--- src/rtl/monster_march_ctrl.sv ---
// monster_march_ctrl: sequences the monster formation.
// Holds the formation origin and march direction. Steps the formation once every `period`
// frame ticks, where the period shrinks as columns die. At a screen edge the formation drops
// one row and reverses. Reports landing or a cleared formation to the game state machine.
//
// Ports:
//   clk, rst     clock, asynchronous active-high reset
//   start        one-cycle pulse, loads the formation for level_in (any state)
//   level_in     level select: 2 gives PERIOD_L2, anything else gives PERIOD_L1
//   frame_tick   one pulse per video frame
//   freeze       hold the frame counter and position
//   alive_mask   bit i set while column i has a live monster
//   form_x/y     formation origin (left pixel of column 0, top row)
//   dir          0 = moving right, 1 = moving left
//   step_pulse   one-cycle pulse after each position update
//   landed       sticky, formation reached Y_LIMIT
//   cleared      sticky, alive_mask went to zero while marching
//   busy         high while marching
module monster_march_ctrl #(
   parameter int unsigned COLS       = 8,
   parameter int unsigned COL_W      = 40,
   parameter int unsigned MON_W      = 32,
   parameter int unsigned X_MIN      = 144,
   parameter int unsigned X_MAX      = 783,
   parameter int unsigned X_START    = 160,
   parameter int unsigned Y_START    = 75,
   parameter int unsigned STEP_X     = 4,
   parameter int unsigned STEP_Y     = 16,
   parameter int unsigned Y_LIMIT    = 400,
   parameter int unsigned PERIOD_L1  = 30,
   parameter int unsigned PERIOD_L2  = 15,
   parameter int unsigned MIN_PERIOD = 2
) (
   input  logic            clk,
   input  logic            rst,
   input  logic            start,
   input  logic [2:0]      level_in,
   input  logic            frame_tick,
   input  logic            freeze,
   input  logic [COLS-1:0] alive_mask,
   output logic [9:0]      form_x,
   output logic [9:0]      form_y,
   output logic            dir,
   output logic            step_pulse,
   output logic            landed,
   output logic            cleared,
   output logic            busy
);

   localparam int unsigned ColW = (COLS > 1) ? $clog2(COLS) : 1;

   typedef enum logic [1:0] {StIdle, StLoad, StMarch, StHalt} state_e;

   state_e      state_q, state_d;
   logic [9:0]  x_q, x_d;
   logic [9:0]  y_q, y_d;
   logic        dir_q, dir_d;
   logic [7:0]  cnt_q, cnt_d;
   logic [7:0]  base_q, base_d;
   logic        pulse_q, pulse_d;
   logic        landed_q, landed_d;
   logic        cleared_q, cleared_d;

   logic [7:0]      n_alive;
   logic [7:0]      dead;
   logic [7:0]      period;
   logic            step_due;
   logic [ColW-1:0] lcol, rcol;
   logic [10:0]     left_px, right_px;
   logic            hit_left, hit_right;

   // Step period: base minus dead columns, clamped, re-evaluated every cycle.
   always_comb begin
      n_alive = '0;
      for (int i = 0; i < int'(COLS); i++) begin
         n_alive = n_alive + 8'(alive_mask[i]);
      end
      dead = 8'(COLS) - n_alive;
      if (base_q >= dead + 8'(MIN_PERIOD)) begin
         period = base_q - dead;
      end else begin
         period = 8'(MIN_PERIOD);
      end
      // >= rather than == so a period that shrinks mid-count still fires
      step_due = (cnt_q >= period - 8'd1);
   end

   // Outermost live columns and their pixel extents.
   always_comb begin
      lcol = '0;
      rcol = '0;
      for (int i = int'(COLS) - 1; i >= 0; i--) begin
         if (alive_mask[i]) lcol = i[ColW-1:0];
      end
      for (int i = 0; i < int'(COLS); i++) begin
         if (alive_mask[i]) rcol = i[ColW-1:0];
      end
      left_px   = {1'b0, x_q} + 11'(lcol) * 11'(COL_W);
      right_px  = {1'b0, x_q} + 11'(rcol) * 11'(COL_W) + 11'(MON_W - 1);
      hit_right = (right_px + 11'(STEP_X)) > 11'(X_MAX);
      hit_left  = left_px < 11'(X_MIN + STEP_X);
   end

   always_comb begin
      state_d   = state_q;
      x_d       = x_q;
      y_d       = y_q;
      dir_d     = dir_q;
      cnt_d     = cnt_q;
      base_d    = base_q;
      pulse_d   = 1'b0;
      landed_d  = landed_q;
      cleared_d = cleared_q;

      if (start) begin
         // Formation is loaded on the edge that enters LOAD so the origin is
         // already valid during the LOAD cycle.
         state_d   = StLoad;
         x_d       = 10'(X_START);
         y_d       = 10'(Y_START);
         dir_d     = 1'b0;
         cnt_d     = '0;
         landed_d  = 1'b0;
         cleared_d = 1'b0;
         base_d    = (level_in == 3'd2) ? 8'(PERIOD_L2) : 8'(PERIOD_L1);
      end else begin
         case (state_q)
            StIdle: ;
            StLoad: state_d = StMarch;
            StMarch: begin
               if (alive_mask == '0) begin
                  cleared_d = 1'b1;
                  state_d   = StHalt;
               end else if (y_q >= 10'(Y_LIMIT)) begin
                  landed_d = 1'b1;
                  state_d  = StHalt;
               end else if (frame_tick && !freeze) begin
                  if (step_due) begin
                     cnt_d   = '0;
                     pulse_d = 1'b1;
                     if (dir_q ? hit_left : hit_right) begin
                        y_d   = y_q + 10'(STEP_Y);
                        dir_d = ~dir_q;
                     end else if (dir_q) begin
                        x_d = x_q - 10'(STEP_X);
                     end else begin
                        x_d = x_q + 10'(STEP_X);
                     end
                  end else begin
                     cnt_d = cnt_q + 8'd1;
                  end
               end
            end
            StHalt: ;
            default: state_d = StIdle;
         endcase
      end
   end

   always_ff @(posedge clk or posedge rst) begin
      if (rst) begin
         state_q   <= StIdle;
         x_q       <= 10'(X_START);
         y_q       <= 10'(Y_START);
         dir_q     <= 1'b0;
         cnt_q     <= '0;
         base_q    <= 8'(PERIOD_L1);
         pulse_q   <= 1'b0;
         landed_q  <= 1'b0;
         cleared_q <= 1'b0;
      end else begin
         state_q   <= state_d;
         x_q       <= x_d;
         y_q       <= y_d;
         dir_q     <= dir_d;
         cnt_q     <= cnt_d;
         base_q    <= base_d;
         pulse_q   <= pulse_d;
         landed_q  <= landed_d;
         cleared_q <= cleared_d;
      end
   end

   assign form_x     = x_q;
   assign form_y     = y_q;
   assign dir        = dir_q;
   assign step_pulse = pulse_q;
   assign landed     = landed_q;
   assign cleared    = cleared_q;
   assign busy       = (state_q == StMarch);

endmodule

--- config.mk ---
export PLATFORM = sky130hd
export DESIGN_NAME = monster_march_ctrl
export DESIGN_NICKNAME = d
export VERILOG_FILES = /design/src/rtl/monster_march_ctrl.sv
export SDC_FILE = /design/constraint.sdc
export NUM_CORES = 1
export LEC_CHECK = 0
export BUFFER_PORTS_ARGS = -buffer_cell sky130_fd_sc_hd__buf_2
export CORE_MARGIN = 3
export CORE_UTILIZATION = 50
export CTS_CLUSTER_DIAMETER = 50
export DETAILED_ROUTE_END_ITERATION = 12
export PLACE_DENSITY = 0.7
export SKIP_CTS_REPAIR_TIMING = 1
export SLEW_MARGIN = 15
export SYNTH_ARGS = -nofsm -noshare
export SYNTH_HDL_FRONTEND = slang
export SYNTH_SLANG_ARGS = --single-unit
--- constraint.sdc ---
create_clock -name clk -period 4.6 [get_ports clk]
set_clock_uncertainty 0.2 [all_clocks]
set_input_delay 0.69 -clock clk [delete_from_list [all_inputs] [get_ports clk]]
set_output_delay 0.69 -clock clk [all_outputs]
set_load 0.01 [all_outputs]
==> out/qor.csv <==
metric,value,unit
Vias,2949,
dpl hpwl,5820,um
ANT cells,0,
grt met2 use,35.6,%
first-pass GRT wire length,12400,um
Sequential Power Share,26.7,%
Syn Inst Count,372,
worst min path class,in -> async,
largest net degree at the start of global routing,33,
"most common cell after layout, fill and taps aside",ha_1,
Synth Register Bits,31,
complex-gate fraction of the synthesized area,18.2,%
synth warn,0,
outcome,"complete, but fails checks",
vias in the first global route,2827,
Routed WL,7740,um
later-pin clock latency in the skew report,0.29,ns
RSZ-0062 raised after global routing,true,
cell mode on critical path,fa_1,
final hold slack,0.0824,ns
Crit Path Max Fanout,6,
die height,87.3,um
Max VDD drop,0.000203,V
DR pass1 iterations,4,
Tcrit/Tclk final,134,%
unique cell type count in the Yosys netlist,66,
Adder-Cell Fraction of Synth Area,26.0,%
clock-pin transition on the worst setup and hold timing paths,0.07,ns
post-route worst setup slack,-1.59,ns
Final Max Tran Viols,0,
Pint,679,uW
maximum clock rate,162,MHz
H-tree depth,2,
Critical R2R Launch,base_q[0],
Remaining DRCs,0,
MaxCap Viol Count,0,
antenna violations before repair,0,
"CP delay by family, top",adder cells,
area grow syn2layout,26.7,%
fraction of registers with async set/reset,100,%
port bufs,37,
Starting Density,51.8,%
min Tclk post-route,6.19,ns
post-synthesis sequential area ratio,23.6,%
Horiz. Die Dim,87.3,um
Leakage,2.02,nW
Place WS,-1.96,ns
"commonest non-fill, non-tap cells in the layout","ha_1 (53), buf_4 (50), nor2_1 (40), buf_2 (32), dfrtp_1 (26)",
simple-gate share of the synthesized area,19.2,%
GR Layer Usage met3,3.50,%
vias per cell,5.50,
met1 GRT Util,25.3,%
CP Capture Type,flip-flop,
Final ANT Viol Nets,0,
worst setup path startpoint,alive_mask[3],
layout cells sized above 1,32.0,%
Mapped Area,3310,sq um
PnR Total Power,1.04,mW
Bufs and invs on worst path,7,
multiplexer share of the synthesized area,1.51,%
final setup fails,23,
critical path class,in -> reg,
GRT overflow,0,
Final Hold Vio Count,0,
slowest CP cell,fa_1,
Slew HR,41.4,%
grt peak-use layer,met2,
switch share,34.9,%
num ports,41,
clk sinks,31,
clk buf depth,2,
CP required,4.58,ns
CP max stage delay,0.59,ns
core area,6390,sq um
initial drt markers,91,
Die Area,7630,sq um
Site Rows,29,
Worst-Margin Slew,0.857,ns
Worst EP arrival,6.17,ns
CTS tree,done,
"EDFF count, synth",0,
final RePlAce weighted congestion,0.819,
pwr/cell area,249,nW/um^2
clk root buf,clkbuf_8,
Nets,539,
largest family of logic cells by synthesized area,adder cells,
clock buffer count from CTS,5,
failing checks,negative setup slack,
combinational power share,50.0,%
switching pwr,364,uW
GRT Util Overall,20.3,%
Setup crit start kind,primary input,
"Top FF cell, synth",dfrtp_1,
WL/cell,14.4,um
Clock Power Share,23.3,%
Synth Area in XOR/XNOR,5.30,%
Avg Inst Size Synth,8.89,sq um
## stage by stage
step                util (%)  TNS (ns)  area [sq um]  cells
global route            65.6    -38.11          4190    536
global placement        60.6    -37.99          3870    519
floorplan                  -    -29.70          3350    374
CTS                     62.2    -33.73          3980    527
finish                  65.6    -32.10          4190    536
detailed placement      60.6    -40.41          3870    519
## sequential cells by signal, indices dropped and copies added (netlist names)
register and count:
base_q 2, landed 1, form_x 8, dir 1, cleared 1, step_pulse 1, form_y 7, state_q 2
cnt_q 8
## routing by layer
layer | vias to the layer above | part of all wire [%]
met5 | - | 0
met4 | 0 | 1.8
met3 | 14 | 3.1
met2 | 42 | 51
met1 | 1404 | 44
li1 | 1489 | -
## cell type report
class,instances,area [sq um]
repair buffers,88,607
fillers,506,2200
well taps,77,96.3
flip-flops and latches,31,782
multi-input cells,299,2460
inverters,33,136
clock inverters,1,7.51
clock buffers,7,96.3
## cell families (layout without fill, tap and decap cells)
kind of cell             Yosys count  after routing
AO/OA/AOI/OAI                     84             84
XOR/XNOR                          20             20
adder cells (fa/ha/maj)           65             65
buffers and inverters             44            129
flip-flops                        31             31
multiplexers                       5              5
other                              1              3
AND/OR/NAND/NOR                  122            122
## final timing paths
path | endpoint | slack, ns | cells after the start
min reg2reg | cleared | 0.30 | 2
min in group clk | cleared | 0.30 | 2
min | cnt_q[2] | 0.08 | 2
max in group asynchronous | base_q[4] | 3.47 | 3
max | form_x[9] | -1.59 | 28
max reg2reg | form_x[9] | 0.52 | 19
## Yosys cell counts (all sizes together), types with 2 or more instances
library cell   n  area (sq um)
a211o          6          61.3
a211oi         7          62.6
a21o           3          22.5
a21oi         23           115
a31o           2          17.5
a31oi          2          12.5
and2           2          12.5
and3           2          12.5
buf            8          63.8
clkbuf         3          11.3
dfrtp         26           651
dfstp          5           131
fa             6           120
ha            59           738
inv           33           124
mux2i          5          50.1
nand2         22          82.6
nand2b         8          50.1
nand3          9          45.0
nand4          2          12.5
nor2          43           164
nor2b          4          25.0
nor3           7          35.0
nor4           4          40.0
nor4b          2          17.5
o21a           5          37.5
o21ai         11          58.8
o21ba          3          30.0
o21bai         3          22.5
o31ai          6          50.1
or2            4          25.0
or3            2          12.5
or4            3          26.3
xnor2         15           131
xor2           5          43.8
## power groups by stage
stage	Combinational, mW	Clock (mW)	Sequential, mW
floorplan	0.304	0	0.283
global placement	0.453	0	0.283
detailed placement	0.468	0	0.283
CTS	0.472	0.247	0.278
global route	0.583	0.263	0.279
finish	0.521	0.243	0.278
Note: power is estimated with default switching activity, not from simulation.
